--- src/rtl/div_unit.sv ---
// Multi-cycle restoring divider for RISC-V DIV/DIVU/REM/REMU.
// One quotient bit per CALC cycle; special results bypass CALC straight into FIX.
module div_unit #(
  parameter int n = 32
) (
  input  logic         clk,
  input  logic         rst,
  input  logic         Start,
  input  logic [n-1:0] DIV_A,
  input  logic [n-1:0] DIV_B,
  input  logic [1:0]   DIV_Sel,
  output logic         Busy,
  output logic         Done,
  output logic [n-1:0] DIV_out
);

  localparam int CW = (n > 1) ? $clog2(n) : 1;

  typedef enum logic [1:0] {S_IDLE, S_CALC, S_FIX} state_t;

  state_t        r_state;
  logic [n-1:0]  r_quo;
  logic [n-1:0]  r_rem;
  logic [n-1:0]  r_div;
  logic [CW-1:0] r_cnt;
  logic          r_sel_rem;
  logic          r_q_neg;
  logic          r_r_neg;
  logic          r_busy;
  logic          r_done;
  logic [n-1:0]  r_out;

  // Operand conditioning at issue time
  logic          w_signed;
  logic          w_a_neg;
  logic          w_b_neg;
  logic [n-1:0]  w_a_abs;
  logic [n-1:0]  w_b_abs;
  logic [n-1:0]  w_min_neg;
  logic          w_dz;
  logic          w_ovf;

  assign w_signed  = ~DIV_Sel[0];
  assign w_a_neg   = w_signed & DIV_A[n-1];
  assign w_b_neg   = w_signed & DIV_B[n-1];
  assign w_a_abs   = w_a_neg ? -DIV_A : DIV_A;
  assign w_b_abs   = w_b_neg ? -DIV_B : DIV_B;
  assign w_min_neg = {1'b1, {(n-1){1'b0}}};
  assign w_dz      = (DIV_B == '0);
  assign w_ovf     = w_signed & (DIV_A == w_min_neg) & (DIV_B == '1);

  // Trial subtract is one bit wider than the shifted remainder so the borrow is the compare
  logic [n:0]    w_rem_sh;
  logic [n+1:0]  w_sub;
  logic          w_ge;

  assign w_rem_sh = {r_rem, r_quo[n-1]};
  assign w_sub    = {1'b0, w_rem_sh} - {2'b00, r_div};
  assign w_ge     = ~w_sub[n+1];

  logic [n-1:0]  w_q_fix;
  logic [n-1:0]  w_r_fix;
  logic [n-1:0]  w_res;

  assign w_q_fix = r_q_neg ? -r_quo : r_quo;
  assign w_r_fix = r_r_neg ? -r_rem : r_rem;
  assign w_res   = r_sel_rem ? w_r_fix : w_q_fix;

  always_ff @(posedge clk or posedge rst) begin
    if (rst) begin
      r_state   <= S_IDLE;
      r_quo     <= '0;
      r_rem     <= '0;
      r_div     <= '0;
      r_cnt     <= '0;
      r_sel_rem <= 1'b0;
      r_q_neg   <= 1'b0;
      r_r_neg   <= 1'b0;
      r_busy    <= 1'b0;
      r_done    <= 1'b0;
      r_out     <= '0;
    end else begin
      r_done <= 1'b0;
      case (r_state)
        S_IDLE: begin
          if (Start) begin
            r_sel_rem <= DIV_Sel[1];
            r_busy    <= 1'b1;
            r_div     <= w_b_abs;
            r_cnt     <= '0;
            if (w_dz) begin
              r_quo   <= '1;
              r_rem   <= DIV_A;
              r_q_neg <= 1'b0;
              r_r_neg <= 1'b0;
              r_state <= S_FIX;
            end else if (w_ovf) begin
              r_quo   <= DIV_A;
              r_rem   <= '0;
              r_q_neg <= 1'b0;
              r_r_neg <= 1'b0;
              r_state <= S_FIX;
            end else begin
              r_quo   <= w_a_abs;
              r_rem   <= '0;
              r_q_neg <= w_a_neg ^ w_b_neg;
              r_r_neg <= w_a_neg;
              r_state <= S_CALC;
            end
          end
        end
        S_CALC: begin
          r_quo <= {r_quo[n-2:0], w_ge};
          r_rem <= w_ge ? w_sub[n-1:0] : w_rem_sh[n-1:0];
          r_cnt <= r_cnt + CW'(1);
          if (r_cnt == CW'(n-1)) begin
            r_state <= S_FIX;
          end
        end
        S_FIX: begin
          r_out   <= w_res;
          r_done  <= 1'b1;
          r_busy  <= 1'b0;
          r_state <= S_IDLE;
        end
        default: begin
          r_busy  <= 1'b0;
          r_state <= S_IDLE;
        end
      endcase
    end
  end

  assign Busy    = r_busy;
  assign Done    = r_done;
  assign DIV_out = r_out;

endmodule

--- config.mk ---
export PLATFORM = sky130hd
export DESIGN_NAME = div_unit
export DESIGN_NICKNAME = d
export VERILOG_FILES = /design/src/rtl/div_unit.sv
export SDC_FILE = /design/constraint.sdc
export NUM_CORES = 1
export LEC_CHECK = 0
export BUFFER_PORTS_ARGS = -buffer_cell sky130_fd_sc_hd__clkbuf_2
export CORE_MARGIN = 1.5
export CORE_UTILIZATION = 55
export CTS_BUF_LIST = sky130_fd_sc_hd__clkbuf_16
export CTS_CLUSTER_SIZE = 10
export DETAILED_ROUTE_END_ITERATION = 16
export GPL_TIMING_DRIVEN = 0
export PLACE_DENSITY = 0.9
export SLEW_MARGIN = 25
export SYNTH_ARGS = -nofsm -noshare
export SYNTH_HDL_FRONTEND = slang
export SYNTH_SLANG_ARGS = --single-unit
--- constraint.sdc ---
create_clock -name clk -period 4.6 [get_ports clk]
set_input_delay 0.69 -clock clk [delete_from_list [all_inputs] [get_ports clk]]
set_output_delay 0.69 -clock clk [all_outputs]
set_load 0.03 [all_outputs]
==> metrics.csv <==
metric;value;unit
status;finished, final reports clean;
ios;103;
grt_overflow;0;
critPathSlowestCell;o21ai_1;
clk_latency;440;ps
yosys_warnings;0;
syn_to_final_growth;13.2;%
die-area;20200;µm²
powerDensity;817;nW/µm²
period_needed;3620;ps
critPathKind;reg -> reg;
syn_nets;1414;
cp_max_fo;10;
tightest_slew;939;ps
fp.dieW;142;µm
wl;32.3;mm
clock-root-buffer;clkbuf_16;
syn_inst;1305;
fmax;276;MHz
wire_per_inst;19.0;µm
coreArea;18800;µm²
swShare;0.495;
timing.final.ws_setup;978;ps
p_clk_frac;0.127;
dp_slack;777;ps
cp-end-kind;register;
drc;0;
fin_hold_ws;218;ps
start_util;0.566;
critical_path_buf_inv_count;2;
clock_path_buffers;2;
synth_area_per_cell;8.17;µm²
ctsResizeCount;0;
synth_edf_count;0;
grt_max_degree;104;
netlist_area;10700;µm²
via_count;10500;
p_int;4.98;mW
relSlewSlack;0.365;
grt_util_all_layers;0.326;
drive_gt1_frac;0.112;
drv_slew;0;
rsz0062_at_grt;no;
max_cap_viol_count;0;
layout.cells.non_filler;1700;
clock_sinks;140;
hold_class;in -> async;
first_global_vias;10100;
synth_cell_types;68;
drtIter0Drc;936;
post_cts_buffers;0;
vdd_drop_max;0.383;mV
h-tree-depth;4;
die_y;142;µm
crit_family;compound AO/OA/AOI/OAI gates;
ys_seq_elements;140;
combPwrFrac;0.614;
synth_flop_cell;dfrtp_1;
hold_violations;0;
nets;1536;
clock_skew;8.35;ps
placed_cells;1668;
p_seq_frac;0.259;
via_per_inst;6.19;
hold_buffers;0;
numPortBuffers;102;
rows;50;
ys_seq_area_frac;0.329;
crit_arrival;3910;ps
cp_slowest_stage_delay;570;ps
power.net_switching;4.88;mW
required;4880;ps
final.period_utilization;0.787;
drtPass1Iterations;6;
n_antenna_cell;0;
grt_pass1_wl;51.2;mm
cts_buffers;17;
cp_cell_sequence;ha_1, nor2b_1, o2111ai_1, nand2_1, a31oi_1, o21ai_1, a21o_1, clkbuf_1, buf_1, mux2i_1, a211oi_1;
p_leak;5.21;nW
cts_tree;built;
setup_viol;0;
antenna_found_initial;1;
gp_congestion;0.976;
final_antenna_net_count;0;
cts.clk_slew.worst_paths;60;ps
async_flop_share;1.00;
hpwl;25.1;mm
crit_path_start_kind;register;
## cell usage after synthesis (all sizes together), types with 2 or more instances
cell     number  area share
nor3         23       0.012
or4          19       0.015
a22o          2      0.0016
mux2          4      0.0042
nand4        15      0.0088
a21o         19       0.013
xor2         92       0.076
a31oi        11      0.0065
a2111oi       2      0.0016
nor4b         3      0.0031
inv          56       0.020
o21bai        7      0.0049
and3          8      0.0047
dfrtp       140        0.33
ha           39       0.046
o221ai       11      0.0090
nor4         10      0.0059
a211o         5      0.0041
nand3b        2      0.0014
o21a          6      0.0042
nor2b         7      0.0041
nand2       156       0.055
o211ai        3      0.0021
or2           6      0.0035
o22ai        30       0.018
and2          3      0.0018
a22oi        22       0.015
o31ai        39       0.030
xnor2        53       0.044
buf           9      0.0059
a211oi        9      0.0063
o21ai       149       0.070
o41ai        16       0.014
nor2         81       0.030
mux2i        21       0.020
nand2b       17       0.010
clkbuf       63       0.022
a21oi        98       0.046
nand3        15      0.0070
or3          21       0.013
## cell families (layout without fill, tap and decap cells)
kind of cell | count (synthesis) | after routing | synth area share
compound gates | 441 | 441 | 0.258
simple gates | 386 | 386 | 0.175
xor+xnor | 145 | 145 | 0.119
flops | 140 | 140 | 0.329
buf+inv | 128 | 263 | 0.0478
fa+ha+maj | 40 | 40 | 0.0476
mux | 25 | 25 | 0.0239
## flip-flops by register name (all words and copies together), names as in the netlist
signal and count:
Done 1, r_state 2, r_quo 32, r_div 32, r_cnt 5, r_sel_rem 1, Busy 1, r_r_neg 1
r_rem 32, r_q_neg 1, DIV_out 32
## worst reg2reg max path, cell delays in order, from the launching register on
cell and delay [ps]:
dfrtp_1 520, ha_1 350, nor2b_1 160, o2111ai_1 140, nand2_1 150, a31oi_1 170
o21ai_1 570, a21o_1 190, clkbuf_1 220, buf_1 560, mux2i_1 330, a211oi_1 100
## cell usage in the layout (no fill, tap or decap), types with 5 or more instances in the layout
master,Yosys,final
a211o_1,5,5
a211oi_1,9,9
a21o_1,19,19
a21oi_1,98,98
a22oi_1,22,22
a31oi_1,11,11
and3_1,8,8
clkbuf_1,63,63
clkbuf_16,0,17
clkbuf_2,0,102
clkinv_1,0,6
dfrtp_1,140,140
ha_1,39,39
inv_1,56,55
mux2i_1,21,21
nand2_1,156,156
nand2b_1,17,17
nand3_1,15,15
nand4_1,15,15
nor2_1,79,79
nor2b_1,7,7
nor3_1,21,21
nor4_1,10,10
o21a_1,6,6
o21ai_0,146,146
o21bai_1,7,7
o221ai_1,11,11
o22ai_1,30,30
o31ai_1,37,37
o41ai_1,15,15
or2_2,5,5
or3_1,20,20
or4_1,15,15
xnor2_1,53,53
xor2_1,92,92
## worst paths after layout
path                       slack [ps]  depth (start not counted)                     end              startpoint
min reg2reg                       480                          2  DIV_out[1]$_DFFE_PP0P_  DIV_out[1]$_DFFE_PP0P_
min in group clk                  470                          3   r_sel_rem$_DFFE_PP0P_              DIV_Sel[1]
min                               220                          2    r_quo[2]$_DFFE_PP0P_                     rst
max reg2reg                       980                         11   r_rem[23]$_DFFE_PP0P_    r_rem[0]$_DFFE_PP0P_
max in group asynchronous        3610                          3   r_rem[19]$_DFFE_PP0P_                     rst
max                               980                         11   r_rem[23]$_DFFE_PP0P_    r_rem[0]$_DFFE_PP0P_
## through the flow
step                      instance area [µm²]  setup TNS, ps  power [mW]   util
after floorplan                         10700              0        6.84      -
after global placement                  11500        -168730        8.22  0.611
after detailed placement                11500              0        8.42  0.612
after CTS                               12100              0        9.70  0.641
after global routing                    12100              0        10.6  0.641
final                                   12100              0        9.86  0.641
## metal layers
layer | up-vias | part of all wire | GRT usage
met2 | 503 | 0.47 | 0.550
met3 | 123 | 0.088 | 0.0646
met4 | 0 | 0.048 | 0.175
met5 | - | 0 | 0
met1 | 4914 | 0.40 | 0.393
li1 | 4985 | - | -
## cell type report
type                    instances  area, µm²
repair buffers                103        538
inverters                      56        218
plain buffers                  72        299
well taps                     260        325
flip-flops and latches        140       3500
multi-input cells            1037       6650
clock buffers                  17        425
clock inverters                15        106
fillers                      1583       6770
## power by group through the flow
stage	sequential, mW	clock, mW	combinational (mW)
2_1_floorplan	2.32	0	4.52
3_3_place_gp	2.48	0	5.74
3_5_place_dp	2.52	0	5.90
4_1_cts	2.51	1.24	5.95
5_1_grt	2.61	1.29	6.69
6_report	2.55	1.25	6.06
No activity file was read; power rests on OpenSTA's default activity.
